--- src/rtl/hazard_stall_controller.sv ---
// Hazard and stall controller for a five-stage pipeline with a multi-cycle MDU.
// Detects load-use and branch operand hazards, sequences MDU waits, gates
// ID-stage redirects, and counts stalled cycles.
module hazard_stall_controller #(
   parameter int unsigned REGFILE_LEN = 6,
   parameter int unsigned INSTR_WIDTH = 32,
   parameter int unsigned CNT_WIDTH   = 32
) (
   input  logic                   clk,
   input  logic                   rst_n,
   input  logic [INSTR_WIDTH-1:0] instr_IF_ID,
   input  logic [REGFILE_LEN-1:0] rs1_IF_ID,
   input  logic [REGFILE_LEN-1:0] rs2_IF_ID,
   input  logic [REGFILE_LEN-1:0] rd_ID_EX,
   input  logic [REGFILE_LEN-1:0] rd_EX_MEM,
   input  logic                   reg_write_ID_EX,
   input  logic                   mem_read_ID_EX,
   input  logic                   mem_read_EX_MEM,
   input  logic                   branch_taken_ID,
   input  logic                   mdu_req_ID_EX,
   input  logic                   mdu_done,
   output logic                   mdu_start,
   output logic                   stall_PC,
   output logic                   stall_IF_ID,
   output logic                   stall_ID_EX,
   output logic                   flush_IF_ID,
   output logic                   flush_ID_EX,
   output logic                   flush_EX_MEM,
   output logic [CNT_WIDTH-1:0]   stall_cycles
);

   localparam logic [6:0] OpReg    = 7'b0110011;
   localparam logic [6:0] OpImm    = 7'b0010011;
   localparam logic [6:0] OpLoad   = 7'b0000011;
   localparam logic [6:0] OpStore  = 7'b0100011;
   localparam logic [6:0] OpBranch = 7'b1100011;
   localparam logic [6:0] OpJalr   = 7'b1100111;

   typedef enum logic [0:0] {StRun, StMduWait} state_e;

   state_e               state_q, state_d;
   logic [CNT_WIDTH-1:0] stall_cycles_q;

   logic [6:0] opcode;
   logic [2:0] funct3;
   logic       rs1_used, rs2_used, is_branch;
   logic       match_id_ex, match_ex_mem;
   logic       load_use, branch_hazard;

   // Fields of the instruction not involved in hazard decode.
   logic unused_instr_bits;
   assign unused_instr_bits = ^{instr_IF_ID[INSTR_WIDTH-1:15], instr_IF_ID[11:7]};

   // Decode which sources the ID instruction reads and compare against older writers.
   always_comb begin
      opcode   = instr_IF_ID[6:0];
      funct3   = instr_IF_ID[14:12];
      rs1_used = (opcode == OpReg)   || (opcode == OpImm)    || (opcode == OpLoad) ||
                 (opcode == OpStore) || (opcode == OpBranch) || (opcode == OpJalr);
      rs2_used = (opcode == OpReg)   || (opcode == OpStore)  || (opcode == OpBranch);
      is_branch = (opcode == OpBranch) || ((opcode == OpJalr) && (funct3 == 3'b000));
      // x0 is hard-wired, so it never creates a dependency.
      match_id_ex  = (rs1_used && (rs1_IF_ID != '0) && (rs1_IF_ID == rd_ID_EX)) ||
                     (rs2_used && (rs2_IF_ID != '0) && (rs2_IF_ID == rd_ID_EX));
      match_ex_mem = (rs1_used && (rs1_IF_ID != '0) && (rs1_IF_ID == rd_EX_MEM)) ||
                     (rs2_used && (rs2_IF_ID != '0) && (rs2_IF_ID == rd_EX_MEM));
      load_use      = mem_read_ID_EX && match_id_ex;
      // Branches resolve in ID, so they also wait on ALU results and loads still in MEM.
      branch_hazard = is_branch && ((reg_write_ID_EX && match_id_ex) ||
                                    (mem_read_EX_MEM && match_ex_mem));
   end

   // Next-state and stall/flush outputs, prioritised MDU > branch > load-use > redirect.
   always_comb begin
      state_d      = state_q;
      mdu_start    = 1'b0;
      stall_PC     = 1'b0;
      stall_IF_ID  = 1'b0;
      stall_ID_EX  = 1'b0;
      flush_IF_ID  = 1'b0;
      flush_ID_EX  = 1'b0;
      flush_EX_MEM = 1'b0;
      if (rst_n) begin
         unique case (state_q)
            StRun: begin
               if (mdu_req_ID_EX) begin
                  mdu_start    = 1'b1;
                  stall_PC     = 1'b1;
                  stall_IF_ID  = 1'b1;
                  stall_ID_EX  = 1'b1;
                  flush_EX_MEM = 1'b1;
                  state_d      = StMduWait;
               end else if (branch_hazard || load_use) begin
                  stall_PC    = 1'b1;
                  stall_IF_ID = 1'b1;
                  flush_ID_EX = 1'b1;
               end else begin
                  flush_IF_ID = branch_taken_ID;
               end
            end
            StMduWait: begin
               if (mdu_done) begin
                  state_d = StRun;
               end else begin
                  stall_PC     = 1'b1;
                  stall_IF_ID  = 1'b1;
                  stall_ID_EX  = 1'b1;
                  flush_EX_MEM = 1'b1;
               end
            end
            default: state_d = StRun;
         endcase
      end
   end

   // State register; reset abandons any MDU wait.
   always_ff @(posedge clk or negedge rst_n) begin
      if (!rst_n) begin
         state_q <= StRun;
      end else begin
         state_q <= state_d;
      end
   end

   // Saturating count of cycles in which the PC was held.
   always_ff @(posedge clk or negedge rst_n) begin
      if (!rst_n) begin
         stall_cycles_q <= '0;
      end else if (stall_PC && (stall_cycles_q != '1)) begin
         stall_cycles_q <= stall_cycles_q + CNT_WIDTH'(1);
      end
   end

   assign stall_cycles = stall_cycles_q;

endmodule
--- config.mk ---
export PLATFORM = sky130hd
export DESIGN_NAME = hazard_stall_controller
export DESIGN_NICKNAME = d
export VERILOG_FILES = /design/src/rtl/hazard_stall_controller.sv
export SDC_FILE = /design/constraint.sdc
export NUM_CORES = 1
export LEC_CHECK = 0
export ABC_AREA = 1
export BUFFER_PORTS_ARGS = -buffer_cell sky130_fd_sc_hd__buf_2
export CORE_MARGIN = 2
export CORE_UTILIZATION = 54
export DETAILED_ROUTE_END_ITERATION = 16
export GPL_ROUTABILITY_DRIVEN = 1
export PLACE_DENSITY = 0.95
export RECOVER_POWER = 50
export SYNTH_ARGS = -nofsm -noshare
export SYNTH_HDL_FRONTEND = slang
export SYNTH_SLANG_ARGS = --single-unit
--- constraint.sdc ---
create_clock -name clk -period 4.3 [get_ports clk]
set_input_delay 0.43 -clock clk [delete_from_list [all_inputs] [get_ports clk]]
set_output_delay 0.43 -clock clk [all_outputs]
set_load 0.01 [all_outputs]
After elaboration in Yosys (flattened, before gate mapping)
Cells that the tools add are included.

Register bits after elaboration: 33. Word-level logic and storage cells: 59. Input port bits: 64.

Mux-type cells: 17. Equality and inequality tests: 11. Reduce and logical (&&, ||, !) cells: 27. Add/sub/neg operators: 1. Bitwise gates (word level): 1.

Operators by type and width (number): $add A32 B1 Y32 const B (1); $ne A32 B32 Y1 const B (1); $eq A6 B6 Y1 (4); $mux W1 (15); $eq A7 B6 Y1 const B (2); $eq A7 B7 Y1 const B (2); $logic_and A1 B1 Y1 (12); $logic_or A1 B1 Y1 (12); $reduce_bool A6 Y1 (2); $eq A7 B2 Y1 const B (1); $eq A7 B5 Y1 const B (1); $pmux W1 S2 (2); $logic_not A3 Y1 (1); $not A1 Y1 (1).

Longest topological paths before layout
Gate-level depths: netlist of run 1.

Depth in word-level cells: 18. Gate-level depth with buffers: 16.

Worst setup path before layout of run 1
OpenSTA, ideal clock, no wires.

Path kind: input -> output. Start: input instr_IF_ID[3]. End: output stall_PC. Arrival: 1772 ps. Slack: 2098 ps. Stages on the path: 15. Cell sequence: inv_1 nand2_1 nor2_1 nand2_1 a21oi_1 nand2_1 nand2_1 nand2_1 nand2_1 nand2_1 nand3_2 buf_2 nand2_1 inv_1 buf_4.

Longest elaborated chain between the ends: 17. Elaborated cells between the ends (all ways): 33.

RTL lines: start: declaration (RTL line 11) `input logic [INSTR_WIDTH-1:0] instr_IF_ID,`; $eq A7 B6 Y1 / $eq A7 B5 Y1 (equally long branches) (RTL line 58, 60); $logic_or A1 B1 Y1 (3 in a row) (RTL line 58) `rs1_used = (opcode == OpReg) || (opcode == OpImm) || (opcode == OpLoad) ||`; $logic_or A1 B1 Y1 (2 in a row) (RTL line 59) `(opcode == OpStore) || (opcode == OpBranch) || (opcode == OpJalr);`; $logic_and A1 B1 Y1 (RTL line 63, 65); $logic_and A1 B1 Y1, on equally long branches (RTL line 63, 65); $logic_or A1 B1 Y1, on equally long branches (RTL line 63, 65); $logic_and A1 B1 Y1, on equally long branches (RTL line 69, 70); $logic_or A1 B1 Y1 (RTL line 69) `branch_hazard = is_branch && ((reg_write_ID_EX && match_id_ex) ||`; $logic_and A1 B1 Y1 (RTL line 69); $logic_or A1 B1 Y1 * (RTL line 93) `end else if (branch_hazard || load_use) begin`; $mux W1 * (2 in a row); $pmux W1 S2 *; $mux W1 *; end: declaration (RTL line 23) `output logic stall_PC,`.

Mark *: on every way between the ends. The rest lies on a longest branch, timed or not.

Worst setup path after layout of run 1
Start: input rs1_IF_ID[5]. End: output stall_PC.

Longest elaborated chain between the ends: 12. Elaborated cells between the ends (all ways): 18.

RTL lines: start: declaration (RTL line 12) `input logic [REGFILE_LEN-1:0] rs1_IF_ID,`; $reduce_bool A6 Y1 (RTL line 63, 65); $logic_and A1 B1 Y1 (RTL line 63, 65); $logic_and A1 B1 Y1, on equally long branches (RTL line 63, 65); $logic_or A1 B1 Y1, on equally long branches (RTL line 63, 65); $logic_and A1 B1 Y1, on equally long branches (RTL line 69, 70); $logic_or A1 B1 Y1 (RTL line 69); $logic_and A1 B1 Y1 (RTL line 69); $logic_or A1 B1 Y1 * (RTL line 93); $mux W1 * (RTL line 93); $mux W1 * (RTL line 86) `if (mdu_req_ID_EX) begin`; $pmux W1 S2 * (RTL line 84) `unique case (state_q)`; $mux W1 * (RTL line 83) `if (rst_n) begin`.

Marked as above.

==> flow_metrics.py, run 1 <==
metrics = {
    "outcome": {
        "status": "finished clean",
    },
    "placement": {
        "io_buffer_count": 80,
        "dp.final_hpwl_um": 5650,
        "placer_congestion_estimate": 0.965,
        "dpl.cell_count": 589,
    },
    "timing": {
        "finalSetupTns_ns": 0,
        "grt_setup_unrepaired": "false",
        "slew_hr_pct": 40.3,
        "achievable-frequency_mhz": 371,
        "timing.final.max_slew_violations": 0,
        "report.final.setup_viol": 0,
        "final.setup_skew_ns": 0.00859,
        "final.hold.worst_slack_ns": 0.184,
        "timing.final.hold_violations": 0,
        "timing_worst_slew_pin_value_ns": 0.896,
        "timing.final.crit_share_pct": 62.7,
        "timing.final.crit_period_ns": 2.70,
    },
    "clocking": {
        "cts_tree": "built",
        "clock_sinks": 33,
        "clk_pin_slew_ns": 0.07,
        "post-cts-setup-buffers": 0,
        "clk_root_buffer_cell": "sky130_fd_sc_hd__clkbuf_8",
        "cts_resized": 0,
        "cts_htree_levels": 2,
        "tritoncts.num_buffers": 5,
        "cts_buffer_depth": 2,
        "cts-hold-fix-buffers": 0,
        "worstSkewPairLatency_ns": 0.29,
    },
    "route": {
        "dr_total_vias": 3177,
        "detail_route.drc_violations": 0,
        "drt_iter0_markers": 193,
        "antenna_left": 0,
        "avgViaCountPerCell": 5.34,
        "routed_wl_um": 7380,
        "route.detailed.wl_per_inst_um": 12.4,
        "dr.pass1.iters": 5,
    },
    "grt": {
        "gr-total-overflow": 0,
        "global_route_wire_length_before_repair_um": 12200,
        "global_route.usage.total_pct": 26.8,
        "grt_max_degree": 38,
        "vias_in_the_first_global_route": 2760,
        "number_of_antenna_violations_at_the_first_check_in_global_routing": 0,
    },
    "critical_path": {
        "critPathLaunchType": "primary input",
        "cp-end-kind": "output port",
        "timing.critical_path.fanout_max": 36,
        "sequence_of_cells_on_the_critical_path": "buf_2 -> nor2_1 -> nand3_1 -> nor2_1 -> a21oi_1 -> nand2_1 -> nand2_1 -> nand2_1 -> nand2_1 -> nand2_1 -> nand3_2 -> nand2_1 -> inv_1 -> buf_2",
        "worst_path_max_delay_cell": "sky130_fd_sc_hd__nand3_2",
        "cp_common_cell": "sky130_fd_sc_hd__nand2_1",
        "crit_type": "primary input to output port",
        "critical_path_arrival_ns": 2.27,
        "max_stage_delay_ns": 0.55,
        "worst-endpoint-required_ns": 3.87,
    },
    "synth": {
        "synthDominantCellAreaShare_pct": 29.6,
        "synth_area_leaders": "sky130_fd_sc_hd__dfrtp_1 (30%), sky130_fd_sc_hd__nand2_1 (27%), sky130_fd_sc_hd__nand4_1 (9.9%)",
        "synth-seq-area-share_pct": 29.6,
        "synth.avg_cell_area_um2": 6.19,
        "synth_cells": 450,
        "synth-seq-cells": 33,
        "synth.cell_area_mm2": 0.00279,
        "synth_cell_type_count": 25,
        "synth_largest_area_cell": "sky130_fd_sc_hd__dfrtp_1",
        "syn_nets": 515,
        "yosysWarnings": 0,
    },
    "finish": {
        "mostFrequentLayoutCell": "sky130_fd_sc_hd__nand2_1",
        "fillerInstances": 467,
        "most-common-layout-cells": "sky130_fd_sc_hd__nand2_1 (200), sky130_fd_sc_hd__buf_2 (61), sky130_fd_sc_hd__inv_1 (46), sky130_fd_sc_hd__nor2_1 (46), sky130_fd_sc_hd__nand4_1 (44)",
        "antenna-diode-count": 0,
        "drive_above_1_share_pct": 14.9,
        "final_standard_cell_count_with_taps_included_and_fillers_excluded": 595,
        "layout-area-overhead-vs-synth_pct": 16.9,
        "net_count_final": 591,
    },
    "pwr": {
        "power.ir.vdd_worst_mv": 0.146,
        "p_per_area_mw_per_mm2": 236,
        "power_leakage_nw": 1.84,
    },
    "die": {
        "top_level_ports": 103,
        "dieArea_mm2": 0.00575,
        "num_rows": 26,
        "initial_utilization_pct": 55.3,
        "core_mm2": 0.00504,
        "die_height_um": 75.8,
        "chipWidth_um": 75.8,
    },
    "hold_path": {
        "worst_hold_path_type": "primary input to async pin",
    },
    "flow_run": {
        "maxCapViolations": 0,
    },
}
==> power breakdown <==
part           internal (mW)  switching, mW
clock                  0.106          0.105
combinational         0.0697          0.122
sequential             0.331         0.0350
==> synth_stat cells <==
library cell / number
sky130_fd_sc_hd__a21oi_1: 3
sky130_fd_sc_hd__buf_2: 5
sky130_fd_sc_hd__buf_4: 3
sky130_fd_sc_hd__buf_6: 3
sky130_fd_sc_hd__clkbuf_1: 3
sky130_fd_sc_hd__dfrtp_1: 33
sky130_fd_sc_hd__ha_1: 1
sky130_fd_sc_hd__inv_1: 46
sky130_fd_sc_hd__inv_2: 1
sky130_fd_sc_hd__nand2_1: 200
sky130_fd_sc_hd__nand2_2: 1
sky130_fd_sc_hd__nand3_1: 5
sky130_fd_sc_hd__nand3_2: 2
sky130_fd_sc_hd__nand3_4: 1
sky130_fd_sc_hd__nand4_1: 44
sky130_fd_sc_hd__nor2_1: 46
sky130_fd_sc_hd__nor2_2: 1
sky130_fd_sc_hd__nor3_1: 10
sky130_fd_sc_hd__nor3_2: 1
sky130_fd_sc_hd__nor4_1: 9
sky130_fd_sc_hd__o211ai_1: 1
sky130_fd_sc_hd__o21ai_0: 1
sky130_fd_sc_hd__o21bai_1: 1
sky130_fd_sc_hd__xnor2_1: 10
sky130_fd_sc_hd__xor2_1: 19
==> path summary, 6_finish.rpt <==
| kind | from | end | cells after the start | slack, ns |
|---|---|---|---|---|
| worst max-delay path | rs1_IF_ID[5] | stall_PC | 14 | 1.60 |
| worst min register to register | stall_cycles[31]$_DFFE_PN0P_ | stall_cycles[31]$_DFFE_PN0P_ | 2 | 0.52 |
| worst max register to register | stall_cycles[1]$_DFFE_PN0P_ | stall_cycles[2]$_DFFE_PN0P_ | 11 | 2.10 |
| min in group clk | mdu_req_ID_EX | state_q$_DFFE_PN0P_ | 3 | 0.52 |
| max in group asynchronous | rst_n | stall_cycles[13]$_DFFE_PN0P_ | 2 | 3.81 |
| worst min-delay path | rst_n | stall_cycles[5]$_DFFE_PN0P_ | 2 | 0.18 |
==> cell type report <==
| cell class | count | area [um2] | share of cell area, % |
|---|---|---|---|
| Clock buffer | 5 | 68.8 | 2.11 |
| Clock inverter | 1 | 5.00 | 0.154 |
| Inverter | 47 | 176 | 5.41 |
| Multi-Input combinational cell | 356 | 1700 | 52.0 |
| Sequential cell | 33 | 826 | 25.3 |
| Tap cell | 70 | 87.6 | 2.69 |
| Timing Repair Buffer | 83 | 399 | 12.3 |
==> worst max-delay path: cells and delay by family <==
family	cells	cell delay, ns
buffers and inverters	3	0.33
AOI/OAI and AO/OA	1	0.06
and+or+nand+nor	10	1.43
==> through the flow <==
step | power (mW) | instance area [um2] | util (%) | setup slack [ns]
global route | 0.819 | 3260 | 64.6 | 1.38
floorplan | 0.489 | 2790 | - | 2.10
detailed placement | 0.563 | 3210 | 63.6 | 1.62
CTS | 0.775 | 3280 | 65.1 | 1.64
global placement | 0.555 | 3210 | 63.6 | 1.69
finish | 0.769 | 3260 | 64.6 | 1.60
==> registers in the layout (all words and copies together), names as in the netlist <==
register,cells
stall_cycles,32
state_q,1
==> kinds of logic after synthesis <==
kind of cell	Yosys count	share of synthesized area (%)
buffers and inverters	61	9.65
flip-flops	33	29.6
AND/OR/NAND/NOR	320	49.9
adder cells (fa/ha/maj)	1	0.449
XOR/XNOR	29	9.12
AO/OA/AOI/OAI	6	1.26
==> layer usage <==
layer  wire length, um  vias to the layer above  part of all wire (%)  track usage (%)
li1                  -                     1594                     -                -
met5                 0                        -                     0                0
met4               147                        0                   2.0             6.82
met3               487                       20                   6.6             5.03
met2              3670                      137                    50             47.1
met1              3070                     1426                    42             33.6
Note: power is estimated with default switching activity, not from simulation.
==> run 2, diff against run 1 <==
- CORE_UTILIZATION: 54 -> 45
- PLACE_DENSITY: 0.95 -> 0.88
- clock period: 4.3 -> 2.31 ns (I/O delays scaled with it)
==> flow_metrics.py, run 2 (synthesis results as in run 1) <==
metrics = {
    "outcome": {
        "violations_in_the_final_reports": "negative hold slack",
        "status": "finished with violations",
    },
    "clocking": {
        "tritoncts.num_buffers": 5,
        "cts-hold-fix-buffers": 0,
        "clk_pin_slew_ns": 0.07,
        "worstSkewPairLatency_ns": 0.30,
        "clock_sinks": 33,
        "clk_root_buffer_cell": "sky130_fd_sc_hd__clkbuf_8",
        "cts_htree_levels": 2,
        "cts_buffer_depth": 2,
        "cts_tree": "built",
    },
    "grt": {
        "global_route.usage.total_pct": 22.3,
        "number_of_antenna_violations_at_the_first_check_in_global_routing": 0,
        "grt_max_degree": 37,
        "global_route_wire_length_before_repair_um": 12000,
        "vias_in_the_first_global_route": 2837,
        "gr-total-overflow": 0,
    },
    "critical_path": {
        "cp_common_cell": "sky130_fd_sc_hd__nand2_1",
        "cp-end-kind": "flop",
        "critPathLaunchType": "flop",
        "sequence_of_cells_on_the_critical_path": "ha_2 -> nand3_2 -> inv_2 -> nand2_2 -> nor3_2 -> nand4_1 -> nor2_1 -> nand2_1 -> nand3_2 -> nand2_1 -> nand2_1",
        "timing.critical_path.fanout_max": 15,
        "critical_path_arrival_ns": 2.42,
        "worstReg2RegEnd": "stall_cycles[25]$_DFFE_PN0P_",
        "r2r_start": "stall_cycles[1]$_DFFE_PN0P_",
        "worst_path_max_delay_cell": "sky130_fd_sc_hd__dfrtp_1",
        "crit_type": "flop to flop",
        "worst-endpoint-required_ns": 2.53,
        "r2r_setup_slack_ns": 0.11,
        "reg2reg_depth": 11,
        "max_stage_delay_ns": 0.42,
    },
    "pwr": {
        "power_leakage_nw": 1.89,
        "p_clk_share_pct": 29.1,
        "power.ir.vdd_worst_mv": 0.262,
        "internal_power_uw": 967,
        "design_power_total_mw": 1.49,
        "switchingPower_uw": 519,
        "seq_power_share_pct": 45.4,
        "power_switching_share_pct": 34.9,
        "comb_power_share_pct": 25.4,
        "p_per_area_mw_per_mm2": 447,
    },
    "hold_path": {
        "worst_hold_path_type": "primary input to async pin",
    },
    "timing": {
        "timing.final.hold_violations": 25,
        "final.hold.worst_slack_ns": -0.00650,
        "final.setup_skew_ns": 0.0107,
        "grt_setup_unrepaired": "true",
        "postLayoutSetupSlackWorst_ns": 0.111,
        "achievable-frequency_mhz": 455,
        "timing.final.crit_period_ns": 2.20,
        "report.final.setup_viol": 0,
        "timing.final.crit_share_pct": 95.2,
        "timing_worst_slew_pin_value_ns": 0.541,
        "slew_hr_pct": 63.6,
        "timing.final.max_slew_violations": 0,
    },
    "placement": {
        "dp.final_hpwl_um": 5780,
        "dp_slack_ns": 0.237,
        "post_dp_cell_area_mm2": 0.00324,
        "io_buffer_count": 80,
        "placer_congestion_estimate": 0.982,
    },
    "die": {
        "dieArea_mm2": 0.00684,
        "core_mm2": 0.00596,
        "die_height_um": 82.7,
        "top_level_ports": 103,
        "initial_utilization_pct": 46.8,
        "chipWidth_um": 82.7,
        "num_rows": 28,
    },
    "finish": {
        "layout.cell_area.non_filler_mm2": 0.00332,
        "antenna-diode-count": 0,
        "multi_input_area_mm2": 0.00171,
        "drive_above_1_share_pct": 17.1,
        "fillerInstances": 596,
        "largest_register_ffs": 32,
        "most-common-layout-cells": "sky130_fd_sc_hd__nand2_1 (200), sky130_fd_sc_hd__buf_2 (67), sky130_fd_sc_hd__inv_1 (46), sky130_fd_sc_hd__nor2_1 (46), sky130_fd_sc_hd__nand4_1 (44)",
        "layout-area-overhead-vs-synth_pct": 19.3,
        "mostFrequentLayoutCell": "sky130_fd_sc_hd__nand2_1",
        "final_core_util_pct": 55.8,
        "area.sequential_um2": 826,
        "net_count_final": 596,
    },
    "route": {
        "drt_iter0_markers": 264,
        "routed_wl_um": 7640,
        "dr.pass1.iters": 5,
        "detail_route.drc_violations": 0,
        "route.detailed.wl_per_inst_um": 12.6,
        "dr_total_vias": 3195,
        "avgViaCountPerCell": 5.26,
        "antenna_left": 0,
    },
    "flow_run": {
        "maxCapViolations": 0,
    },
}
==> run 2: area by class of cell <==
class                   count  share of cell area, %
well taps                  75                   2.82
multi-input cells         357                   51.4
inverters                  47                   5.31
clock buffers               6                   2.18
flip-flops and latches     33                   24.8
repair buffers             87                   13.1
clock inverters             2                  0.301
==> run 2: power by group through the flow <==
stage	logic [mW]	registers (mW)	clock network [mW]
floorplan	0.217	0.692	0
global placement	0.357	0.684	0
detailed placement	0.370	0.685	0
CTS	0.372	0.674	0.435
global route	0.430	0.689	0.455
finish	0.378	0.675	0.432
==> run 2: worst max-delay path by stage <==
stage / start / endpoint / slack, ns / cells after the start
2_1_floorplan: stall_cycles[1]$_DFFE_PN0P_ / stall_cycles[1]$_DFFE_PN0P_ / 0.49 / 11
3_3_place_gp: stall_cycles[0]$_DFFE_PN0P_ / stall_cycles[7]$_DFFE_PN0P_ / 0.26 / 11
3_5_place_dp: stall_cycles[1]$_DFFE_PN0P_ / stall_cycles[3]$_DFFE_PN0P_ / 0.24 / 11
4_1_cts: stall_cycles[1]$_DFFE_PN0P_ / stall_cycles[14]$_DFFE_PN0P_ / 0.22 / 11
5_1_grt: stall_cycles[1]$_DFFE_PN0P_ / stall_cycles[2]$_DFFE_PN0P_ / -0.06 / 11
6_report: stall_cycles[1]$_DFFE_PN0P_ / stall_cycles[25]$_DFFE_PN0P_ / 0.11 / 11
==> run 2: metrics by stage <==
step | std cells | setup TNS, ns
floorplan | 450 | 0
global placement | 598 | 0
detailed placement | 598 | 0
CTS | 606 | 0
global route | 607 | -1.00
finish | 607 | 0
==> run 2: timing repair <==
item | 4_1_cts | 5_1_grt
gates resized for setup | 0 | 1
setup buffers | 0 | 0
setup endpoints to repair | 0 | 18
==> run 2: metal layers <==
metal  vias to the layer above  GRT usage [%]  share of wire, %
li1                       1597              -                 -
met2                       120           38.5                48
met1                      1454           26.6                43
met4                         0           11.5               3.3
met5                         -              0                 0
met3                        24           3.37               5.8
==> run 2: worst max-delay path: cells and delay by family, from the launching register on <==
family / cells / cell delay (ns)
AND/OR/NAND/NOR: 9 / 1.37
buffers and inverters: 1 / 0.12
adder cells (fa/ha/maj): 1 / 0.24
flip-flops: 1 / 0.42
==> run 3, diff against run 2 <==
- PLACE_DENSITY: 0.88 -> 0.86
==> flow_metrics.py, run 3 (synthesis results as in run 1) <==
metrics = {
    "clocking": {
        "clk_pin_slew_ns": 0.07,
        "worstSkewPairLatency_ns": 0.28,
        "tritoncts.num_buffers": 5,
        "cts-hold-fix-buffers": 0,
        "clk_root_buffer_cell": "sky130_fd_sc_hd__clkbuf_8",
        "post-cts-setup-buffers": 0,
        "cts_resized": 0,
        "cts_tree": "built",
        "cts_htree_levels": 2,
        "clock_sinks": 33,
        "cts_buffer_depth": 2,
    },
    "finish": {
        "layout.cell_area.non_filler_mm2": 0.00330,
        "largest_register_ffs": 32,
        "final_core_util_pct": 55.5,
        "drive_above_1_share_pct": 15.2,
        "net_count_final": 596,
        "most-common-layout-cells": "sky130_fd_sc_hd__nand2_1 (200), sky130_fd_sc_hd__buf_2 (61), sky130_fd_sc_hd__inv_1 (46), sky130_fd_sc_hd__nor2_1 (46), sky130_fd_sc_hd__nand4_1 (44)",
        "antenna-diode-count": 0,
        "layout-area-overhead-vs-synth_pct": 18.6,
        "mostFrequentLayoutCell": "sky130_fd_sc_hd__nand2_1",
    },
    "timing": {
        "timing.final.crit_period_ns": 2.07,
        "report.final.setup_viol": 0,
        "grt_setup_unrepaired": "false",
        "timing.final.crit_share_pct": 89.8,
        "final.setup_skew_ns": 0.00297,
        "timing.final.hold_violations": 0,
        "slew_hr_pct": 68.6,
        "postLayoutSetupSlackWorst_ns": 0.236,
        "achievable-frequency_mhz": 482,
        "timing_worst_slew_pin_value_ns": 0.468,
        "finalSetupTns_ns": 0,
        "timing.final.max_slew_violations": 0,
    },
    "critical_path": {
        "cp-end-kind": "flop",
        "cp-startpoint": "stall_cycles[0]$_DFFE_PN0P_",
        "worst_path_max_delay_cell": "sky130_fd_sc_hd__dfrtp_1",
        "critical_path.endpoint": "stall_cycles[2]$_DFFE_PN0P_",
        "crit_type": "flop to flop",
        "critical_path_arrival_ns": 2.29,
        "worst-endpoint-required_ns": 2.53,
        "timing.critical_path.fanout_max": 31,
        "max_stage_delay_ns": 0.42,
        "sequence_of_cells_on_the_critical_path": "ha_1 -> nand3_2 -> inv_2 -> nand2_2 -> nor3_2 -> nand4_1 -> nor2_1 -> nand2_1 -> nand3_4 -> nand2_1 -> nand2_1",
        "worstReg2RegEnd": "stall_cycles[2]$_DFFE_PN0P_",
        "cp_common_cell": "sky130_fd_sc_hd__nand2_1",
        "critPathLaunchType": "flop",
        "r2r_start": "stall_cycles[0]$_DFFE_PN0P_",
        "r2r_setup_slack_ns": 0.24,
        "reg2reg_depth": 11,
    },
    "die": {
        "core_mm2": 0.00596,
        "die_height_um": 82.7,
        "chipWidth_um": 82.7,
        "num_rows": 28,
        "top_level_ports": 103,
        "dieArea_mm2": 0.00684,
        "initial_utilization_pct": 46.8,
    },
    "placement": {
        "io_buffer_count": 80,
        "dp.final_hpwl_um": 5900,
        "dp_slack_ns": 0.279,
        "post_dp_cell_area_mm2": 0.00325,
        "placer_congestion_estimate": 1.02,
    },
    "flow_run": {
        "maxCapViolations": 0,
    },
    "grt": {
        "global_route_wire_length_before_repair_um": 12600,
        "number_of_antenna_violations_at_the_first_check_in_global_routing": 0,
        "vias_in_the_first_global_route": 2888,
        "gr-total-overflow": 0,
        "global_route.usage.total_pct": 23.3,
        "grt_max_degree": 37,
    },
    "outcome": {
        "status": "finished clean",
    },
    "pwr": {
        "p_per_area_mw_per_mm2": 443,
        "power.ir.vdd_worst_mv": 0.246,
        "power_leakage_nw": 1.86,
    },
    "route": {
        "antenna_left": 0,
        "dr.pass1.iters": 4,
        "drt_iter0_markers": 212,
        "dr_total_vias": 3202,
        "routed_wl_um": 7530,
        "route.detailed.wl_per_inst_um": 12.4,
        "avgViaCountPerCell": 5.28,
        "detail_route.drc_violations": 0,
    },
    "hold_path": {
        "worst_hold_path_type": "primary input to async pin",
    },
}
run 3: worst min path at each step:
stage	end	cells after the start	from
finish	stall_cycles[30]$_DFFE_PN0P_	2	rst_n
global route	stall_cycles[30]$_DFFE_PN0P_	2	rst_n
CTS	stall_cycles[30]$_DFFE_PN0P_	2	rst_n
detailed placement	stall_cycles[30]$_DFFE_PN0P_	2	rst_n
global placement	stall_cycles[29]$_DFFE_PN0P_	2	rst_n
floorplan	stall_cycles[0]$_DFFE_PN0P_	0	rst_n
run 3: stage by stage:
stage	hold slack [ns]	cells	power, mW
after global routing	0.0990	607	1.56
final	0.0512	607	1.46
after floorplan	-0.0646	450	0.910
after CTS	0.0282	607	1.49
after global placement	0.324	599	1.04
after detailed placement	0.332	599	1.06
run 3: cell type report:
class | count | area [um2]
fill | 599 | 2650
multi-input combinational | 356 | 1690
sequential | 33 | 826
timing repair buffer | 88 | 437
inverter | 47 | 176
tap | 75 | 93.8
clock buffer | 8 | 80.1
run 3: power by group:
part	leakage (nW)	internal [mW]	switching, mW	total [mW]
logic	1.37	0.137	0.230	0.367
registers	0.454	0.615	0.0635	0.679
clock network	0.0395	0.214	0.202	0.416
run 3: routing by layer:
| layer | up-vias | part of all wire, % | GRT usage, % |
|---|---|---|---|
| met3 | 15 | 4.2 | 3.80 |
| met1 | 1497 | 42 | 27.5 |
| met4 | 0 | 2.1 | 6.23 |
| li1 | 1601 | - | - |
| met2 | 89 | 52 | 43.1 |
| met5 | - | 0 | 0 |
run 3: worst max-delay path, delay by kind of cell, from the launching register on:
family	cells	cell delay, ns
buffers and inverters	1	0.09
adders and majority gates	1	0.26
DFF	1	0.42
and+or+nand+nor	9	1.24
